$ cat src/rtl/alien_fleet_pkg.sv
// Shared definitions for the alien fleet: FSM encoding and formation geometry.
package alien_fleet_pkg;
  typedef enum logic [2:0] {
    MARCH_RIGHT,
    MARCH_LEFT,
    DESCEND,
    LANDED,
    CLEARED
  } fleet_state_e;

  localparam int FLEET_ROWS  = 4;
  localparam int FLEET_COLS  = 8;
  localparam int COL_PITCH   = 2;
  localparam int FLEET_X_MAX = 17;
  localparam int NUM_ALIENS  = FLEET_ROWS * FLEET_COLS;
endpackage

$ cat src/rtl/alien_hit_decode.sv
// Combinational bullet-vs-formation decode: which alien cell (if any live one) the bullet sits on.
module alien_hit_decode
  import alien_fleet_pkg::*;
(
  input  logic [4:0]            bullet_x_i,
  input  logic [3:0]            bullet_y_i,
  input  logic [4:0]            fleet_x_i,
  input  logic [3:0]            fleet_y_i,
  input  logic [NUM_ALIENS-1:0] alive_mask_i,
  output logic                  match_o,
  output logic [4:0]            idx_o
);
  logic [4:0] dx;
  logic [3:0] dy;
  logic       in_x, in_y;

  always_comb begin
    dx    = bullet_x_i - fleet_x_i;
    dy    = bullet_y_i - fleet_y_i;
    // Aliens sit on even column offsets only; odd offsets are the gaps between them.
    in_x  = (bullet_x_i >= fleet_x_i) && (dx <= 5'((FLEET_COLS - 1) * COL_PITCH)) && !dx[0];
    in_y  = (bullet_y_i >= fleet_y_i) && (dy < 4'(FLEET_ROWS));
    idx_o = {dy[1:0], dx[3:1]};
    match_o = in_x && in_y && alive_mask_i[idx_o];
  end
endmodule

$ cat src/rtl/alien_fleet.sv
// Alien formation: tick-paced marching/descent FSM, bullet collision with one-kill-per-bullet, landing/clear detection.
module alien_fleet
  import alien_fleet_pkg::*;
#(
  parameter int STEP_DIV    = 8,
  parameter int LANDING_ROW = 14
) (
  input  logic        clk_36MHz,
  input  logic        reset,
  input  logic        enable,
  input  logic        clear,
  input  logic        bullet_flying,
  input  logic [4:0]  bullet_x,
  input  logic [3:0]  bullet_y,
  output logic        hit,
  output logic [31:0] alive_mask,
  output logic [4:0]  fleet_x,
  output logic [3:0]  fleet_y,
  output logic        landed,
  output logic        wave_cleared
);
  fleet_state_e          state_q, state_d;
  logic [4:0]            fx_q, fx_d;
  logic [3:0]            fy_q, fy_d;
  logic [7:0]            tick_q, tick_d;
  logic [NUM_ALIENS-1:0] alive_q, alive_d;
  logic                  hit_q, hit_d;
  logic                  supp_q, supp_d;
  logic                  next_left_q, next_left_d;

  logic       match, active, coll, step;
  logic [4:0] idx;

  alien_hit_decode u_dec (
    .bullet_x_i   (bullet_x),
    .bullet_y_i   (bullet_y),
    .fleet_x_i    (fx_q),
    .fleet_y_i    (fy_q),
    .alive_mask_i (alive_q),
    .match_o      (match),
    .idx_o        (idx)
  );

  always_comb begin
    state_d     = state_q;
    fx_d        = fx_q;
    fy_d        = fy_q;
    tick_d      = tick_q;
    alive_d     = alive_q;
    hit_d       = 1'b0;
    supp_d      = supp_q;
    next_left_d = next_left_q;
    step        = 1'b0;
    active      = (state_q == MARCH_RIGHT) || (state_q == MARCH_LEFT) || (state_q == DESCEND);
    coll        = active && bullet_flying && !supp_q && match;

    if (clear) begin
      state_d     = MARCH_RIGHT;
      fx_d        = '0;
      fy_d        = '0;
      tick_d      = '0;
      alive_d     = '1;
      supp_d      = 1'b0;
      next_left_d = 1'b0;
    end else if (active) begin
      if (coll) begin
        hit_d        = 1'b1;
        alive_d[idx] = 1'b0;
        supp_d       = 1'b1;
      end else if (!bullet_flying) begin
        supp_d = 1'b0;
      end

      if (enable) begin
        if (tick_q == 8'(STEP_DIV - 1)) begin
          tick_d = '0;
          step   = 1'b1;
        end else begin
          tick_d = tick_q + 8'd1;
        end
      end

      // Collision above used the pre-step position; the step still applies this cycle.
      if (step) begin
        case (state_q)
          MARCH_RIGHT:
            if (fx_q == 5'(FLEET_X_MAX)) begin
              state_d     = DESCEND;
              next_left_d = 1'b1;
            end else begin
              fx_d = fx_q + 5'd1;
            end
          MARCH_LEFT:
            if (fx_q == 5'd0) begin
              state_d     = DESCEND;
              next_left_d = 1'b0;
            end else begin
              fx_d = fx_q - 5'd1;
            end
          DESCEND: begin
            fy_d = fy_q + 4'd1;
            if (int'(fy_q) + FLEET_ROWS >= LANDING_ROW) state_d = LANDED;
            else state_d = next_left_q ? MARCH_LEFT : MARCH_RIGHT;
          end
          default: ;
        endcase
      end

      // Landing outranks a wave clear seen in the same cycle.
      if (state_d != LANDED && alive_q == '0) state_d = CLEARED;
    end
  end

  always_ff @(posedge clk_36MHz or posedge reset) begin
    if (reset) begin
      state_q     <= MARCH_RIGHT;
      fx_q        <= '0;
      fy_q        <= '0;
      tick_q      <= '0;
      alive_q     <= '1;
      hit_q       <= 1'b0;
      supp_q      <= 1'b0;
      next_left_q <= 1'b0;
    end else begin
      state_q     <= state_d;
      fx_q        <= fx_d;
      fy_q        <= fy_d;
      tick_q      <= tick_d;
      alive_q     <= alive_d;
      hit_q       <= hit_d;
      supp_q      <= supp_d;
      next_left_q <= next_left_d;
    end
  end

  assign hit          = hit_q;
  assign alive_mask   = alive_q;
  assign fleet_x      = fx_q;
  assign fleet_y      = fy_q;
  assign landed       = (state_q == LANDED);
  assign wave_cleared = (state_q == CLEARED);
endmodule

$ cat config.mk
export PLATFORM = sky130hd
export DESIGN_NAME = alien_fleet
export DESIGN_NICKNAME = d
export VERILOG_FILES = /design/src/rtl/alien_fleet_pkg.sv /design/src/rtl/alien_hit_decode.sv /design/src/rtl/alien_fleet.sv
export SDC_FILE = /design/constraint.sdc
export NUM_CORES = 1
export LEC_CHECK = 0
export BUFFER_PORTS_ARGS = -buffer_cell sky130_fd_sc_hd__buf_2
export CAP_MARGIN = 20
export CORE_MARGIN = 4
export CORE_UTILIZATION = 30
export CTS_BUF_LIST = sky130_fd_sc_hd__clkbuf_8
export CTS_CLUSTER_DIAMETER = 150
export DETAILED_ROUTE_END_ITERATION = 7
export GPL_TIMING_DRIVEN = 0
export PLACE_DENSITY = 0.59
export SKIP_CTS_REPAIR_TIMING = 1
export SLEW_MARGIN = 20
export SYNTH_ARGS = -nofsm -noshare
export SYNTH_HDL_FRONTEND = slang
export SYNTH_SLANG_ARGS = --single-unit
$ cat constraint.sdc
create_clock -name clk_36MHz -period 6.2 [get_ports clk_36MHz]
set_clock_uncertainty 0.15 [all_clocks]
set_input_delay 0.93 -clock clk_36MHz [delete_from_list [all_inputs] [get_ports clk_36MHz]]
set_output_delay 0.93 -clock clk_36MHz [all_outputs]
set_load 0.01 [all_outputs]
==> reports/metrics.yaml <==
die_area_um2: 13400
cp-start-kind: "input port"
hold_viol_final: 0
grt-ovfl-total: 0
clockBufferDepth: 2
synth.area.top_cells: "dfstp_2, dfrtp_1, nor2_1, ha_1, a31oi_1"
grt_max_degree: 56
area_delta_synth_final_pct: 16.7
final_nets: 469
worstSetupEndpointType: "flop"
power_per_cell_area_nw_per_um2: 168
layout_setup_ws_ns: 2.55
drcViolationCount: 0
synth_area_leader_cell: "dfstp_2"
post-place-ws_ns: 2.23
vias_per_cell: 5.26
fin_cells: 579
cp.arrival_ns: 3.74
multi_input_area_um2: 1900
synth_fp_nets: 406
grt_use_total_pct: 14.0
antennaDiodeCount: 0
r2r_cells: 10
grt_pass1_vias: 3019
cts.htree.levels: 2
synth_top_family_by_area: "simple AND/OR/NAND/NOR gates"
crit_required_ns: 6.29
cpPeakStageDelay_ns: 0.61
yosys_warnings: 0
synth_cell_types: 59
gp_congestion: 0.822
first_pass_iters: 4
critPathMaxFanout: 10
synth_seq_area_share_pct: 40.7
relSlewSlack_pct: 44.0
worst-setup-path-type: "input port to flop"
portBuffers: 56
final-seq-area_um2: 1420
peakVddDrop_mv: 0.0739
r2r_setup_slack_ns: 2.69
post-dp-hpwl_mm: 7.09
core_um2: 11400
antenna_found_initial: 0
tns_ns: 0
synth.ff_latch_count: 55
finalSetupViolations: 0
ys_async_sr_fraction_pct: 100
rows: 39
drt_iter0_markers: 198
worstHoldStart: "alive_mask[15]"
reg2reg_from: "fleet_x[0]"
fp.dieH_um: 116
clk_pin_slew_ns: 0.10
stdcell_area_um2: 4060
muxShareOfSynthArea_pct: 4.46
cts-root-buf: "clkbuf_8"
grt_pass1_wl_mm: 15.0
dp_cells: 571
synth_flop_cell: "dfstp_2"
rsz0062_at_grt: "no"
initial_core_util_pct: 30.6
synth_compound_area_share_pct: 16.3
fmax_mhz: 274
cts_tree: "built"
hp-class: "flop to flop"
drive_above_1_share_pct: 27.1
fillers: 1171
slew_viol_final: 0
p_leak_nw: 1.66
yosys.area_share.adder_pct: 7.84
synth_area_um2: 3480
ant_nets: 0
fp.dieW_um: 116
synth_area_per_cell_um2: 9.35
cts_made_buffers: 5
syn_inst: 372
synthXorXnorAreaFrac_pct: 5.07
final_common_cell: "nor2_1"
postRouteWirelength_mm: 9.14
yosys.area_share.simple_pct: 21.1
ios: 58
startpoint: "bullet_x[0]"
tightest_slew_ns: 0.833
drv_cap: 0
final_cell_mix: "nor2_1, buf_2, a31oi_1, dfstp_2, dfrtp_1"
clkLatencyLatePin_ns: 0.32
period_needed_ns: 3.65
placed_area_um2: 3940
min_period_over_period_pct: 58.8
critPathSlowestCell: "fa_1"
wire_per_inst_um: 15.8
cts_sinks: 55
synth_edf_count: 0
r2r-end: "alive_mask[8]"
netlist.area_leader.share_pct: 24.2
outcome: "finished clean"
num_vias: 3047
endpoint: "alive_mask[8]"
crit_chain: "buf_2 -> inv_1 -> ha_1 -> inv_1 -> fa_1 -> clkbuf_1 -> mux4_2 -> nor3_1 -> o31a_1 -> nor4_4 -> buf_2 -> a31oi_1"
-- worst min path at each step --
stage	end	slack, ns	cells past startpoint
4_1_cts	alive_mask[26]	0.36	2
2_1_floorplan	alive_mask[27]	0.35	2
6_report	alive_mask[15]	0.37	2
3_3_place_gp	alive_mask[16]	0.34	2
5_1_grt	alive_mask[25]	0.38	2
3_5_place_dp	alive_mask[26]	0.35	2
-- sequential cells by signal, summed over array words and instances, names as in the netlist --
register	cells
alive_mask	32
fleet_x	5
fleet_y	4
hit	1
next_left_q	1
state_q	3
supp_q	1
tick_q	8
-- synthesized netlist by cell type, drive strengths merged (3+ instances only) --
library cell  instances
nor2                 66
a31oi                33
dfstp                32
dfrtp                23
inv                  20
nand2                19
ha                   17
a21oi                16
nor3                 16
nor4                 15
clkbuf               12
xnor2                10
xor2                  8
o21ai                 7
a21o                  6
nand3                 6
buf                   5
mux4                  5
nand4                 4
fa                    3
nand3b                3
nor3b                 3
o21a                  3
or4                   3
-- report_power, final --
part | total [mW] | switching (mW) | internal (mW)
registers | 0.362 | 0.00123 | 0.361
logic | 0.0674 | 0.0470 | 0.0204
clock network | 0.252 | 0.121 | 0.131
-- cell type report --
type                            count  area share (%)
Clock buffer                        6            2.04
Tap cell                          143            4.41
Buffer                             17            2.07
Clock inverter                      2           0.863
Inverter                           20            1.91
Timing Repair Buffer               56            6.91
Sequential cell                    55            34.9
Multi-Input combinational cell    280            46.9
-- worst max-delay path, delay by kind of cell --
kind,cells,cell delay [ns]
AND/OR/NAND/NOR,2,0.22
AO/OA/AOI/OAI,2,0.41
multiplexers,1,0.58
buffers and inverters,5,0.85
adder cells (fa/ha/maj),2,0.76
-- cells by family after synthesis --
logic type	Yosys count
compound gates	84
xor+xnor	18
fa+ha+maj	20
buf+inv	37
flops	55
mux	9
simple gates	149
-- metal layers --
layer / wire length (um) / global-route usage (%) / part of all wire [%]
met5: 0 / 0 / 0
met3: 537 / 2.35 / 5.9
met4: 95 / 4.49 / 1.0
met2: 4520 / 24.0 / 50
met1: 3980 / 18.1 / 44
-- through the flow --
step	hold WS (ns)	utilization, %	power [mW]
2_1_floorplan	0.350	-	0.415
3_3_place_gp	0.341	34.6	0.436
3_5_place_dp	0.348	34.7	0.437
4_1_cts	0.363	35.7	0.690
5_1_grt	0.382	35.7	0.708
6_report	0.365	35.7	0.682
No activity file was read; power rests on OpenSTA's default activity.
